<file path="src/rtl/pipe_alu.sv">
// pipe_alu: valid/ready ALU with a registered result and {N,Z,C,V} flags.
// Single-cycle operations complete on the accepting edge. The iterative
// shift-add multiply (opcode 1010) exists only when PIPE_ALU_MUL_EN is
// defined. Without it, 1010 decodes as an undefined opcode and the block
// never leaves RUN.
module pipe_alu #(
   parameter int WIDTH = 8
) (
   input  logic             clk,
   input  logic             rst_n,
   input  logic             in_valid,
   output logic             in_ready,
   input  logic [WIDTH-1:0] a,
   input  logic [WIDTH-1:0] b,
   input  logic [3:0]       opcode,
   output logic             out_valid,
   input  logic             out_ready,
   output logic [WIDTH-1:0] result,
   output logic [3:0]       flags,
   output logic             busy
);
   localparam int SHW = $clog2(WIDTH);

   localparam logic [3:0] OP_ADD  = 4'b0000;
   localparam logic [3:0] OP_SUB  = 4'b0001;
   localparam logic [3:0] OP_AND  = 4'b0010;
   localparam logic [3:0] OP_OR   = 4'b0011;
   localparam logic [3:0] OP_XOR  = 4'b0100;
   localparam logic [3:0] OP_SLTU = 4'b0101;
   localparam logic [3:0] OP_SLL  = 4'b0110;
   localparam logic [3:0] OP_SRL  = 4'b0111;
   localparam logic [3:0] OP_SRA  = 4'b1000;
   localparam logic [3:0] OP_SLT  = 4'b1001;

   logic                    accept;
   logic                    run;
   logic                    mul_start;
   logic                    mul_done;
   logic [WIDTH-1:0]        mul_res;
   logic [WIDTH-1:0]        alu_res;
   logic                    alu_c;
   logic                    alu_v;
   logic [WIDTH:0]          add_full;
   logic [WIDTH:0]          sub_full;
   logic signed [WIDTH-1:0] a_s;
   logic signed [WIDTH-1:0] b_s;
   logic [SHW-1:0]          shamt;

   // The extra top bit of add_full is the carry; in sub_full it is the borrow (a < b).
   assign add_full = {1'b0, a} + {1'b0, b};
   assign sub_full = {1'b0, a} - {1'b0, b};
   assign a_s      = a;
   assign b_s      = b;
   assign shamt    = b[SHW-1:0];

   // A new bundle is taken only in RUN, and only when the output slot is empty or draining.
   assign in_ready = run && (!out_valid || out_ready);
   assign accept   = in_valid && in_ready;

   // Single-cycle result and carry/overflow; undefined opcodes fall through to zero.
   always_comb begin
      alu_res = '0;
      alu_c   = 1'b0;
      alu_v   = 1'b0;
      case (opcode)
         OP_ADD: begin
            alu_res = add_full[WIDTH-1:0];
            alu_c   = add_full[WIDTH];
            alu_v   = (a[WIDTH-1] == b[WIDTH-1]) && (add_full[WIDTH-1] != a[WIDTH-1]);
         end
         OP_SUB: begin
            alu_res = sub_full[WIDTH-1:0];
            alu_c   = sub_full[WIDTH];
            alu_v   = (a[WIDTH-1] != b[WIDTH-1]) && (sub_full[WIDTH-1] != a[WIDTH-1]);
         end
         OP_AND:  alu_res = a & b;
         OP_OR:   alu_res = a | b;
         OP_XOR:  alu_res = a ^ b;
         OP_SLTU: alu_res = {{(WIDTH-1){1'b0}}, (a < b)};
         OP_SLL:  alu_res = a << shamt;
         OP_SRL:  alu_res = a >> shamt;
         OP_SRA:  alu_res = a_s >>> shamt;
         OP_SLT:  alu_res = {{(WIDTH-1){1'b0}}, (a_s < b_s)};
         default: ;
      endcase
   end

`ifdef PIPE_ALU_MUL_EN
   localparam logic [3:0]   OP_MUL   = 4'b1010;
   localparam logic [SHW:0] CNT_LOAD = (SHW+1)'(WIDTH);
   localparam logic [SHW:0] CNT_ONE  = (SHW+1)'(1);

   typedef enum logic {RUN, MUL} state_t;

   state_t           state;
   state_t           state_nxt;
   logic [SHW:0]     cnt;
   logic [SHW:0]     cnt_nxt;
   logic [WIDTH-1:0] acc;
   logic [WIDTH-1:0] mcand;
   logic [WIDTH-1:0] mplier;

   assign run       = (state == RUN);
   assign busy      = (state == MUL);
   assign mul_start = accept && (opcode == OP_MUL);
   assign mul_done  = busy && (cnt == CNT_ONE);
   // Accumulator after the current step; on the last step this is the product.
   assign mul_res   = acc + (mplier[0] ? mcand : '0);

   // State and step-counter register.
   always_ff @(posedge clk or negedge rst_n) begin
      if (!rst_n) begin
         state <= RUN;
         cnt   <= '0;
      end else begin
         state <= state_nxt;
         cnt   <= cnt_nxt;
      end
   end

   // RUN launches a multiply; MUL runs WIDTH steps and returns to RUN on the last.
   always_comb begin
      state_nxt = state;
      cnt_nxt   = cnt;
      case (state)
         RUN: begin
            if (mul_start) begin
               state_nxt = MUL;
               cnt_nxt   = CNT_LOAD;
            end
         end
         MUL: begin
            cnt_nxt = cnt - CNT_ONE;
            if (cnt == CNT_ONE) state_nxt = RUN;
         end
      endcase
   end

   // Shift-add datapath: multiplicand moves left, multiplier moves right, one bit per cycle.
   always_ff @(posedge clk) begin
      if (mul_start) begin
         acc    <= '0;
         mcand  <= a;
         mplier <= b;
      end else if (busy) begin
         acc    <= mul_res;
         mcand  <= mcand << 1;
         mplier <= mplier >> 1;
      end
   end
`else
   assign run       = 1'b1;
   assign busy      = 1'b0;
   assign mul_start = 1'b0;
   assign mul_done  = 1'b0;
   assign mul_res   = '0;
`endif

   // Output slot: load on completion, clear when a multiply starts, drain on out_ready.
   always_ff @(posedge clk or negedge rst_n) begin
      if (!rst_n) begin
         out_valid <= 1'b0;
         result    <= '0;
         flags     <= '0;
      end else if (mul_done) begin
         out_valid <= 1'b1;
         result    <= mul_res;
         flags     <= {mul_res[WIDTH-1], (mul_res == '0), 2'b00};
      end else if (mul_start) begin
         out_valid <= 1'b0;
      end else if (accept) begin
         out_valid <= 1'b1;
         result    <= alu_res;
         flags     <= {alu_res[WIDTH-1], (alu_res == '0), alu_c, alu_v};
      end else if (out_ready) begin
         out_valid <= 1'b0;
      end
   end

endmodule

</file>
<file path="config.mk">
export PLATFORM = sky130hd
export DESIGN_NAME = pipe_alu
export DESIGN_NICKNAME = d
export VERILOG_FILES = /design/src/rtl/pipe_alu.sv
export SDC_FILE = /design/constraint.sdc
export NUM_CORES = 1
export LEC_CHECK = 0
export ABC_AREA = 1
export CAP_MARGIN = 20
export CORE_AREA = 2 2 79 58
export DETAILED_ROUTE_END_ITERATION = 16
export DIE_AREA = 0 0 81 60
export DONT_BUFFER_PORTS = 1
export PLACE_DENSITY_LB_ADDON = 0.05
export REMOVE_ABC_BUFFERS = 1
export SLEW_MARGIN = 30
export SYNTH_ARGS = -nofsm -noshare
export SYNTH_HDL_FRONTEND = slang
export SYNTH_SLANG_ARGS = --single-unit
</file>
<file path="constraint.sdc">
create_clock -name clk -period 1.6 [get_ports clk]
set_clock_uncertainty 0.15 [all_clocks]
set_input_delay 0.08 -clock clk [delete_from_list [all_inputs] [get_ports clk]]
set_output_delay 0.08 -clock clk [all_outputs]
set_load 0.01 [all_outputs]
</file>
==> metrics.txt, run 1 <==
synth warn=0; crit-path max cell delay=230 ps; largest net degree at the start of global routing=18; Crit path arrival time=1610 ps; Design Area, Final=0.002893 mm2; synthesized-area fraction occupied by and/or/nand/nor cells=50.08%; initial drt markers=272; clock slew seen by the registers of the worst setup and hold paths=70 ps; Setup crit start=b[3]; FFs w/ async S/R, synth=100.0%; outcome=finished, final reports clean; Fill cells=405; Peak supply drop=0.2965 mV; Layout Area Growth over Synthesis=21.75%; DRC Markers=0; setup violators final=0; placed cell area=0.002633 mm2; CP Data Required Time=1650 ps; CP max stage cell=ha_4; register area=300.3 um2; core area=0.004154 mm2; most common cell after layout, fill and taps aside=nand2_1; initial antenna violation count=0; CTS buffer count=3; r2r setup slk=110 ps; Cells after Synth=428; via/cell ratio=5.709; drt pass-1 iters=7; initial core utilization=57.20%; Longest Clk Path Bufs=2; ratio of cells with drive above 1 in the final layout=18.66%; Static Leak=1.571 nW; CP endpoint kind=flop; Placer Congestion=1.007; total number of vias=2946; Critical Path Stages=14; mux contribution to synthesized area=0%; multi-input logic area=0.001951 mm2; chip width=81 um; period utilization=97.46%; fin crit period=1559 ps; Critical Path Source Type=primary input; top cells by area, synth=nand2_1 26%, ha_1 13%, dfrtp_1 13%, nand3_1 11%, nor2_1 7.1%; Syn Area/Cell=5.551 um2; reg2reg end=result[2]; global-route wire length before repair=12230 um; CTS Sinks=12; RSZ-0062 raised after global routing=true; Crit path buffers/inverters=3; Post-Synth Adder-Cell Area=14.85%; Total GRT Usage=33.27%; Diodes inserted=0; Cell variety after synth=33; headroom to the max-slew limit=58.86%; Final Max Tran Viols=0; synthesized area=0.002376 mm2; row cnt=20; Yosys reg bits=12; hold crit path type=in -> reg; Design Power=1.519 mW; worst setup path end=flags[2]; crit path max fanout=7; GR Overflow Total=0; critical path class=in -> reg; post-synthesis compound-gate area fraction=10.69%; dominant cell type by area after synthesis=nand2_1; Final Hold Viols=0; CTS tree=built; Post-synth EDFFs=0; crit path cell chain=inv_1 -> ha_4 -> inv_1 -> buf_4 -> nor2_1 -> nor2_1 -> nand2_1 -> nor2_1 -> nand3_1 -> nor2_1 -> nand2_1 -> nor2_1 -> nand2_1 -> nand2_1; Die Y-Extent=60 um; clock root buffer=clkbuf_8; FMAX=641.3 MHz; critical hold path startpoint=b[2]; CTS HTree Levels=1; Max-cap violations=0; Synth top area share=25.59%; R2R depth=6; DP HPWL=6431 um; vias in the first global route=2492; largest family of logic cells by synthesized area=simple AND/OR/NAND/NOR gates; RR Startpoint=out_valid; Final ANT Viol Nets=0; IO Pins=39; most frequent cells in the layout=160 x nand2_1, 52 x nand3_1, 40 x nor2_1; Die Outline Area=0.004860 mm2; main flop type after synthesis=dfrtp_1; Final nets=513; worst slew pin tran=615.1 ps; Post-Route WL=8186 um; sequential area share after synthesis=12.64%; xor and xnor fraction of the mapped netlist area=0.7372%; CP top delay family=simple AND/OR/NAND/NOR gates; Power Density=525.1 mW/mm2; IO Port Bufs=0; clk_lat worst skew=250 ps; routed wire length per instance=15.86 um; CP most frequent cell=nor2_1
## cells in the mapped netlist (2+ instances only)
master,number
nand2_1,162
nand3_1,53
nor2_1,45
inv_1,40
ha_1,25
o21ai_0,14
a21oi_1,13
dfrtp_1,12
inv_2,7
buf_4,6
nand4_1,6
a31oi_1,4
clkbuf_1,4
a21oi_2,3
buf_2,3
nand2_2,3
nor2_2,3
nor2_4,3
nor3_1,3
o21a_1,3
o21ai_1,3
fa_1,2
## final cells by class
class | instances | share of cell area [%]
clock buffers | 4 | 1.903
well taps | 55 | 2.379
repair buffers | 42 | 11.25
flip-flops and latches | 12 | 10.38
inverters | 48 | 6.661
multi-input cells | 355 | 67.43
## sequential cells by signal, summed over array words and instances (netlist names)
signal	flops
result	8
flags	3
out_valid	1
## kinds of logic after synthesis
logic type | count (synthesis)
AND/OR/NAND/NOR | 281
buffers and inverters | 61
AO/OA/AOI/OAI | 44
adder cells (fa/ha/maj) | 27
flip-flops | 12
XOR/XNOR | 2
other | 1
## stage by stage
stage          hold WS (ps)  TNS (ps)  cells  setup WS (ps)  utilization (%)
2_1_floorplan        -365.6    -257.2    415         -151.0                -
3_3_place_gp         -365.4     -1436    505         -234.1            63.37
3_5_place_dp         -365.4     -1567    505         -280.2            63.37
4_1_cts               18.48         0    514          27.06            65.96
5_1_grt               41.69    -100.6    516         -92.59            69.64
6_report              24.37         0    516          40.68            69.64
## tightest hold or removal path: stages
cell     delay, ps
nand3_1         70
nand2_1        130
a31oi_1        100
## where the power goes
| group | switching [mW] | internal, mW |
|---|---|---|
| clock | 0.135 | 0.218 |
| combinational | 0.444 | 0.312 |
| sequential | 0.0604 | 0.349 |
## per-layer routing
| layer | vias to the layer above | routed length [um] | global-route usage (%) |
|---|---|---|---|
| met3 | 12 | 697 | 5.438 |
| met1 | 1350 | 3752 | 49.91 |
| li1 | 1434 | - | - |
| met5 | - | 0 | 0 |
| met4 | 0 | 99 | 3.874 |
| met2 | 150 | 3637 | 51.36 |
## worst min-delay path by stage
stage | endpoint | slack, ps | cells after the start
finish | result[2] | 20 | 3
global route | result[2] | 40 | 3
CTS | result[2] | 20 | 3
detailed placement | result[3] | -370 | 0
global placement | result[3] | -370 | 0
floorplan | flags[0] | -370 | 0
## timing repair
item | 4_1_cts | 5_1_grt
gates resized for setup | 2 | 33
endpoints found under the hold margin | 14 | 0
setup endpoints to repair | 1 | 7
hold buffers | 4 | 0
pin swaps | 2 | 19
setup buffers | 1 | 2
Power figures use the tool's default switching activity.
==> run 2, diff against run 1 <==
Settings changed: CORE_AREA 2 2 79 58 to 2 2 90 66, DIE_AREA 0 0 81 60 to 0 0 92 68.
==> metrics.txt, run 2 (same netlist as run 1, synthesis figures left out) <==
Final Max Tran Viols=0 (unchanged); Layout Area Growth over Synthesis=26.70% (was 21.75%); top layer in use=met4 (unchanged); Biggest register=result (unchanged); final worst setup slack=-0.7258 ps (was 40.68 ps); Static Leak=1.626 nW (was 1.571 nW); crit path cell chain=clkinv_16 -> ha_4 -> inv_4 -> fa_2 -> xnor2_2 -> nand2_1 -> o211ai_1 -> nor2_2 -> nand2_1 -> nor2_1 -> nand2_1 -> nor2_1 -> nand2_1 -> nand2_1 (was inv_1 -> ha_4 -> inv_1 -> buf_4 -> nor2_1 -> nor2_1 -> nand2_1 -> nor2_1 -> nand3_1 -> nor2_1 -> nand2_1 -> nor2_1 -> nand2_1 -> nand2_1); most common cell after layout, fill and taps aside=nand2_1 (unchanged); Crit path buffers/inverters=2 (was 3); CTS buffer count=3 (unchanged); Longest Clk Path Bufs=2 (unchanged); total number of vias=2919 (was 2946); chip width=92 um (was 81 um); CP Data Required Time=1620 ps (was 1650 ps); headroom to the max-slew limit=63.39% (was 58.86%); IO Pins=39 (unchanged); setup violators final=1 (was 0); met1 WL=3836 um (was 3752 um); vias in the first global route=2655 (was 2492); critical path class=in -> reg (unchanged); met2 WL=3467 um (was 3637 um); Post-Route WL=8169 um (was 8186 um); Max-cap violations=0 (unchanged); CTS Sinks=12 (unchanged); outcome=complete, but fails checks (was finished, final reports clean); global-route wire length before repair=13280 um (was 12230 um); Design Area, Final=0.003010 mm2 (was 0.002893 mm2); initial core utilization=43.46% (was 57.20%); crit path max fanout=5 (was 7); CTS tree=built (unchanged); row cnt=23 (was 20); Power Density=484.4 mW/mm2 (was 525.1 mW/mm2); DRC Markers=0 (unchanged); initial drt markers=267 (was 272); Design Power=1.458 mW (was 1.519 mW); largest net degree at the start of global routing=18 (unchanged); drt pass-1 iters=5 (was 7); CP endpoint kind=flop (unchanged); Final nets=523 (was 513); period utilization=100.0% (was 97.46%); Largest regs=result (8), flags (3), out_valid (1) (unchanged); worst slew pin tran=547.3 ps (was 615.1 ps); clk_lat worst skew=240 ps (was 250 ps); fin crit period=1601 ps (was 1559 ps); GR Overflow Total=0 (unchanged); Peak supply drop=0.3183 mV (was 0.2965 mV); routed wire length per instance=14.99 um (was 15.86 um); Setup WS pre-CTS=-399.6 ps (was -280.2 ps); FMAX=624.7 MHz (was 641.3 MHz); IO Port Bufs=0 (unchanged); Total GRT Usage=26.93% (was 33.27%); Die Outline Area=0.006256 mm2 (was 0.004860 mm2); Fin Setup TNS=-0.7258 ps (was 0 ps); CP most frequent cell=nand2_1 (was nor2_1); Diodes inserted=0 (unchanged); most frequent cells in the layout=160 x nand2_1, 52 x nand3_1, 45 x buf_4 (was 160 x nand2_1, 52 x nand3_1, 40 x nor2_1); CTS HTree Levels=1 (unchanged); ratio of cells with drive above 1 in the final layout=20.21% (was 18.66%); via/cell ratio=5.356 (was 5.709); DP HPWL=6679 um (was 6431 um); initial antenna violation count=0 (unchanged); Critical Path Source Type=primary input (unchanged); max reg flops=8 (unchanged); RSZ-0062 raised after global routing=true (unchanged); clock slew seen by the registers of the worst setup and hold paths=50 ps (was 70 ps); placed cell area=0.002733 mm2 (was 0.002633 mm2); Placer Congestion=0.9410 (was 1.007); crit-path max cell delay=370 ps (was 230 ps); hold crit path type=in -> reg (unchanged); Die Y-Extent=68 um (was 60 um); hold slack=4.466 ps (was 24.37 ps); Final Hold Viols=0 (unchanged); failing checks=setup timing; DR WL met3=833 um (was 697 um); Crit path arrival time=1620 ps (was 1610 ps); CP top delay family=simple AND/OR/NAND/NOR gates (unchanged); Final ANT Viol Nets=0 (unchanged); CP max stage cell=fa_2 (was ha_4); core area=0.005468 mm2 (was 0.004154 mm2); clock root buffer=clkbuf_8 (unchanged)
==> run 2: worst paths after layout <==
kind                        endpoint  slack, ps       from  depth (start not counted)
setup / recovery            flags[2]       -0.7       a[0]                         14
hold / removal             out_valid          4   in_valid                          3
setup reg to reg            flags[2]        200  out_valid                          7
hold reg to reg            result[3]        400  result[3]                          2
max in group asynchronous   flags[2]        820      rst_n                          1
min in group asynchronous  result[2]        120      rst_n                          1
==> run 2: final cells by class <==
type / instances / area, um2
inverter: 48 / 211.5
sequential: 12 / 300.3
fill: 571 / 2457
tap: 75 / 93.84
clock buffer: 3 / 41.29
multi-input combinational: 355 / 1952
timing repair buffer: 52 / 411.6
==> run 2: through the flow <==
step                      cells  utilization [%]
final                       545            55.06
after global routing        545            55.06
after CTS                   543            52.33
after detailed placement    535            49.98
after global placement      535            49.98
after floorplan             415                -
==> run 2: power by group <==
group,internal [mW],switching (mW),total (mW)
Sequential,0.350,0.0560,0.406
Combinational,0.344,0.441,0.785
Clock,0.165,0.102,0.267
Total,0.859,0.599,1.46
==> run 2: worst register-to-register path, cell delays in order (launching register included) <==
cell and delay [ps]:
dfrtp_1 420, nand2_1 100, nand2_1 60, inv_1 210
nand3_1 150, nor2_1 120, nand2_1 60, nand2_1 60
==> run 2: timing repair <==
| item | 4_1_cts | 5_1_grt |
|---|---|---|
| setup buffers | 1 | 2 |
| hold buffers | 4 | 0 |
| pin swaps | 12 | 18 |
| resized for setup | 12 | 27 |
| gates cloned | 0 | 0 |
| hold endpoints to repair | 15 | 0 |
| setup endpoints to repair | 1 | 9 |
==> run 2: routing by layer <==
layer / global-route usage (%) / up-vias
met1: 40.55 / 1317
met3: 5.396 / 4
met2: 41.54 / 151
met4: 1.306 / 0
met5: 0 / -
li1: - / 1447
